$ cat src/rtl/perturbation_irq_gen.sv
// Perturbation interrupt generator: raises irq_o in STANDARD, RANDOM or PC_TRIG mode,
// counts acknowledged interrupts and flags protocol errors until reset.
//
// state    | meaning
// S_IDLE   | no request pending; mode_i selects how the next interrupt is launched
// S_WAIT   | RANDOM mode delay countdown before asserting
// S_ASSERT | irq_o high with latched ID, held until the core acknowledges
module perturbation_irq_gen #(
    parameter int unsigned IRQ_ID_W   = 5,
    parameter logic [31:0] SEED       = 32'hACE1_2468,
    parameter logic [31:0] PC_TRIG_ID = 32'h12
) (
    input  logic                clk_i,
    input  logic                rst_i,
    input  logic [31:0]         mode_i,
    input  logic                std_irq_req_i,
    input  logic [IRQ_ID_W-1:0] std_irq_id_i,
    input  logic [7:0]          rand_mask_i,
    input  logic [31:0]         pc_i,
    input  logic                pc_valid_i,
    input  logic [31:0]         pc_trig_value_i,
    output logic                irq_o,
    output logic [IRQ_ID_W-1:0] irq_id_o,
    input  logic                irq_ack_i,
    input  logic [IRQ_ID_W-1:0] irq_ack_id_i,
    output logic                busy_o,
    output logic [15:0]         irq_count_o,
    output logic                err_o
);

    localparam logic [31:0] MODE_STANDARD = 32'h1;
    localparam logic [31:0] MODE_RANDOM   = 32'h2;
    localparam logic [31:0] MODE_PC_TRIG  = 32'h3;
    localparam logic [31:0] LFSR_TAPS     = 32'h8020_0003;

    typedef enum logic [1:0] {
        S_IDLE,
        S_WAIT,
        S_ASSERT
    } state_t;

    state_t              state_q, state_d;
    logic [31:0]         lfsr_q;
    logic [7:0]          cnt_q, cnt_d;
    logic [IRQ_ID_W-1:0] id_q, id_d;
    logic                armed_q, armed_d;
    logic [15:0]         count_q, count_d;
    logic                err_q, err_d;
    logic                irq_q, busy_q;
    logic                pc_match;

    assign pc_match = pc_valid_i && (pc_i == pc_trig_value_i);

    always_ff @(posedge clk_i or posedge rst_i) begin
        if (rst_i) begin
            lfsr_q <= SEED;
        end else begin
            lfsr_q <= {1'b0, lfsr_q[31:1]} ^ (lfsr_q[0] ? LFSR_TAPS : 32'h0);
        end
    end

    always_comb begin
        state_d = state_q;
        cnt_d   = cnt_q;
        id_d    = id_q;
        armed_d = armed_q;
        count_d = count_q;
        err_d   = err_q;

        // Any valid non-matching PC re-arms, so each loop pass fires at most once
        if (pc_valid_i && (pc_i != pc_trig_value_i)) begin
            armed_d = 1'b1;
        end

        case (state_q)
            S_IDLE: begin
                case (mode_i)
                    MODE_STANDARD: begin
                        if (std_irq_req_i) begin
                            id_d    = std_irq_id_i;
                            state_d = S_ASSERT;
                        end
                    end
                    MODE_RANDOM: begin
                        cnt_d   = lfsr_q[7:0] & rand_mask_i;
                        id_d    = lfsr_q[8 +: IRQ_ID_W];
                        state_d = S_WAIT;
                    end
                    MODE_PC_TRIG: begin
                        if (armed_q && pc_match) begin
                            id_d    = PC_TRIG_ID[IRQ_ID_W-1:0];
                            armed_d = 1'b0;
                            state_d = S_ASSERT;
                        end
                    end
                    default: ;
                endcase
            end
            S_WAIT: begin
                if (mode_i != MODE_RANDOM) begin
                    state_d = S_IDLE;
                end else if (cnt_q == 8'd0) begin
                    state_d = S_ASSERT;
                end else begin
                    cnt_d = cnt_q - 8'd1;
                end
            end
            S_ASSERT: begin
                if (irq_ack_i) begin
                    state_d = S_IDLE;
                    if (count_q != 16'hFFFF) begin
                        count_d = count_q + 16'd1;
                    end
                    if (irq_ack_id_i != id_q) begin
                        err_d = 1'b1;
                    end
                end
            end
            default: state_d = S_IDLE;
        endcase

        if (irq_ack_i && (state_q != S_ASSERT)) begin
            err_d = 1'b1;
        end
    end

    always_ff @(posedge clk_i or posedge rst_i) begin
        if (rst_i) begin
            state_q <= S_IDLE;
            cnt_q   <= 8'd0;
            id_q    <= '0;
            armed_q <= 1'b1;
            count_q <= 16'd0;
            err_q   <= 1'b0;
            irq_q   <= 1'b0;
            busy_q  <= 1'b0;
        end else begin
            state_q <= state_d;
            cnt_q   <= cnt_d;
            id_q    <= id_d;
            armed_q <= armed_d;
            count_q <= count_d;
            err_q   <= err_d;
            irq_q   <= (state_d == S_ASSERT);
            busy_q  <= (state_d != S_IDLE);
        end
    end

    assign irq_o       = irq_q;
    assign irq_id_o    = id_q;
    assign busy_o      = busy_q;
    assign irq_count_o = count_q;
    assign err_o       = err_q;

endmodule

$ cat config.mk
export PLATFORM = sky130hd
export DESIGN_NAME = perturbation_irq_gen
export DESIGN_NICKNAME = d
export VERILOG_FILES = /design/src/rtl/perturbation_irq_gen.sv
export SDC_FILE = /design/constraint.sdc
export NUM_CORES = 1
export LEC_CHECK = 0
export ABC_CLOCK_PERIOD_IN_PS = 2600
export BUFFER_PORTS_ARGS = -buffer_cell sky130_fd_sc_hd__buf_4
export CORE_ASPECT_RATIO = 0.5
export CORE_MARGIN = 2
export CORE_UTILIZATION = 47
export DETAILED_ROUTE_END_ITERATION = 10
export PLACE_DENSITY = 0.83
export REMOVE_ABC_BUFFERS = 1
export SYNTH_ARGS = -nofsm -noshare
export SYNTH_HDL_FRONTEND = slang
export SYNTH_SLANG_ARGS = --single-unit
$ cat constraint.sdc
create_clock -name clk_i -period 2.6 [get_ports clk_i]
set_clock_uncertainty 0.15 [all_clocks]
set_input_delay 0.13 -clock clk_i [delete_from_list [all_inputs] [get_ports clk_i]]
set_output_delay 0.13 -clock clk_i [all_outputs]
set_load 0.01 [all_outputs]
==> metrics.log <==
[metrics] most numerous cell in the Yosys netlist: dfrtp_1
[metrics] aggregate negative setup slack: 0 ns
[metrics] Multi-input gate area: 1420 µm²
[metrics] slew of the pin with the lowest slew margin: 0.791 ns
[metrics] fin worst setup slack: 0.368 ns
[metrics] count of flip-flops with a built-in enable after synthesis: 0
[metrics] combinational family with the most area after synthesis: simple AND/OR/NAND/NOR gates
[metrics] Clk network pwr share: 50.2%
[metrics] sequential standard cell area: 1690 µm²
[metrics] highest ir drop seen on vdd: 0.000429 V
[metrics] maximum capacitance violations: 0
[metrics] layout overhead on the synthesized area: 51.1%
[metrics] number of DRC markers after the initial detailed-route iteration: 171
[metrics] clock tree buffer depth: 2
[metrics] Layout Utilization: 72.5%
[metrics] Overall Global Routing Usage: 21.9%
[metrics] share of the clock period used by the worst path after layout: 85.8%
[metrics] number of fill cells in the layout: 506
[metrics] total number of vias: 2797
[metrics] cell area after synthesis: 3160 µm²
[metrics] Mean Syn Cell Area: 11.1 µm²
[metrics] family with the most delay on the worst path: simple AND/OR/NAND/NOR gates
[metrics] run status: finished clean
[metrics] number of diodes: 0
[metrics] worst hold-check path type: in -> reg
[metrics] Data arrival, critical path: 2.33 ns
[metrics] net switching fraction of the power: 19.5%
[metrics] unrepaired setup endpoints after global routing: false
[metrics] drt drc: 0
[metrics] xor and xnor area share after synthesis: 15.5%
[metrics] compound-cell area share of the yosys netlist: 7.55%
[metrics] Setup crit start kind: flop
[metrics] IO Count: 143
[metrics] final setup violation count: 0
[metrics] register area share after synthesis: 53.5%
[metrics] sum of overflow across all layers after global routing: 0
[metrics] share of flip-flops with an asynchronous set or reset after synthesis: 100%
[metrics] Psw: 0.508 mW
[metrics] share of synthesized cell area in and, or, nand and nor gates: 17.1%
[metrics] nets@finish: 567
[metrics] sum of net half-perimeters after detailed placement: 5730 µm
[metrics] number of antenna violations at the first check in global routing: 0
[metrics] TritonCTS clock tree: yes
[metrics] leakage power figure: 2.32 nW
[metrics] first-pass GRT wire length: 12600 µm
[metrics] GP Congestion: 0.865
[metrics] final number of max-transition violations: 0
[metrics] remaining antenna violation count: 0
[metrics] biggest area contributors in the synthesized netlist: dfrtp_1 (42%), xnor2_1 (12%), dfstp_2 (12%)
[metrics] cell row count: 21
[metrics] clock-pin transition on the worst setup and hold timing paths: 0.05 ns
[metrics] TritonCTS Sinks: 67
[metrics] clock period minus worst slack: 2.23 ns
[metrics] post-cts repair resize count: 0
[metrics] standard cell core area: 6600 µm²
[metrics] internal portion of total power: 2.10 mW
[metrics] kind of end point of the critical path: flop
[metrics] aggregate routed wire length: 8210 µm
[metrics] die height: 62.0 µm
[metrics] crit path kind: reg -> reg
[metrics] maximum clock frequency: 448 MHz
[metrics] mux cell area share after synthesis: 3.48%
[metrics] via density per instance: 5.16
[metrics] floorplan die width: 120 µm
[metrics] effective utilization at floorplan: 48.0%
[metrics] Die Outline Area: 7440 µm²
[metrics] number of buffer cells added on primary ports: 142
[metrics] WL per Instance: 15.2 µm
[metrics] Syn Inst Count: 284
[metrics] post-CTS setup buffers: 0
[metrics] Pwr Density: 546 nW/µm²
[metrics] share of synthesized cell area in full adder, half adder and majority cells: 1.19%
[metrics] number of buffers added by the clock tree synthesis step: 9
[metrics] CP max-delay cell: a21oi_1
[metrics] critical path cell sequence: ha_1, nand3_1, nor3_1, a21oi_1, nor2b_1, and3_1, xor2_1
[metrics] library cell occupying the most area in the post-synthesis netlist: dfrtp_1
[metrics] Bufs and invs on worst path: 0
[metrics] Cell variety after synth: 37
[metrics] FF+latch count, synth: 67
[metrics] count of TritonRoute iterations in the first routing pass: 4
[metrics] delay contributed by the slowest stage of the critical path: 0.44 ns
[metrics] maximum number of pins on one net before global-route repair: 68
[metrics] layout cell share with drive strength beyond 1: 41.8%
[metrics] via count of the first global-routing pass: 2573
[metrics] relative contribution of sequential cells to total power: 40.1%
[metrics] portion of synthesized cell area occupied by the leading cell type: 41.9%
[metrics] required time worst endpoint: 2.70 ns
[metrics] Root Buffer: clkbuf_16
[metrics] Worst-Skew Late Latency: 0.33 ns
[metrics] minimum setup slack after placement: 0.365 ns
[metrics] worst relative slew slack: 47.3%
[metrics] top flip-flop cell by instance count after synthesis: dfrtp_1
[metrics] CTS Hold Buffers Added: 11
[metrics] hold violation count in the final report: 0
[metrics] largest fanout on the critical path: 5
[metrics] number of warnings issued by yosys: 0
[metrics] Synth top cells by count: dfrtp_1 (53), xnor2_1 (45), nand2_1 (18)
[metrics] portion of total power attributed to combinational logic: 9.7%
[metrics] deepest level of the CTS H-tree: 3
[power by group through the flow]
stage                     clock network, mW  logic, mW  registers, mW
final                                  1.31      0.253           1.04
after global routing                   1.38      0.276           1.04
after CTS                              1.33      0.254           1.04
after detailed placement                  0      0.240           1.06
after global placement                    0      0.237           1.06
after floorplan                           0     0.0766           1.06
[worst paths after layout]
| path | startpoint | endpoint | slack [ns] | cells past startpoint |
|---|---|---|---|---|
| worst max-delay path | irq_count_o[0] | irq_count_o[6] | 0.37 | 7 |
| worst min-delay path | rand_mask_i[1] | cnt_q[1] | 0.007 | 5 |
| worst max register to register | irq_count_o[0] | irq_count_o[6] | 0.37 | 7 |
| worst min register to register | lfsr_q[18] | lfsr_q[17] | 0.20 | 0 |
| max in group asynchronous | rst_i | cnt_q[7] | 1.33 | 4 |
| min in group asynchronous | rst_i | irq_count_o[3] | 0.45 | 4 |
[kinds of logic after synthesis]
family	count (synthesis)
compound gates	36
mux	10
xor+xnor	56
flops	67
fa+ha+maj	3
simple gates	99
buf+inv	13
[state kept, by name, indices dropped and copies added, names as in the netlist, named ones only]
name         count
err_o            1
cnt_q            8
irq_count_o     16
state_q          2
irq_o            1
lfsr_q          32
irq_id_o         5
busy_o           1
[cells in the final DEF, fill, tap and decap left out, types with 3 or more instances in the layout]
cell type      synthesis  layout
a21o_1                 4       4
a21oi_1               12      12
a31oi_1                7       7
buf_4                  0     145
clkbuf_16              0       9
dfrtp_1               53      53
dfstp_2               14      14
dlygate4sd3_1          0      11
ha_1                   3       3
inv_1                  7       6
mux2_2                 8       8
nand2_1               18      18
nand2b_1               5       5
nand3_1               10      10
nand3b_1               3       3
nand4_1               16      16
nor2_1                12      12
nor2b_1                6       6
nor3_1                 6       6
nor4_1                11      11
o21ai_0                7       7
xnor2_1               45      45
xor2_1                11      11
[through the flow]
step           power, mW  area, µm²  instances  hold slack [ns]
5_1_grt             2.70       4780        542           0.0332
2_1_floorplan       1.14       3140        278           0.0632
3_3_place_gp        1.30       4340        515            0.185
6_report            2.61       4780        542          0.00729
4_1_cts             2.63       4780        542         0.000343
3_5_place_dp        1.30       4340        515            0.185
[layer usage]
layer	wire (µm)	vias up	track usage, %
met5	0	-	0
met4	157	0	7.73
met3	597	19	6.75
met2	4070	120	35.2
met1	3390	1336	29.0
li1	-	1322	-
[cell type report]
class,count,area share [%]
Tap cell,92,2.41
Clock inverter,4,1.52
Sequential cell,67,35.4
Timing Repair Buffer,156,25.1
Clock buffer,12,5.37
Inverter,7,0.550
Multi-Input combinational cell,204,29.7
[tightest hold or removal path, stage by stage]
cell and delay [ns]:
buf_4 0.08, nand3_1 0.06, o21ai_0 0.07, nand2_1 0.05, o21ai_0 0.05
Note: power is estimated with default switching activity, not from simulation.
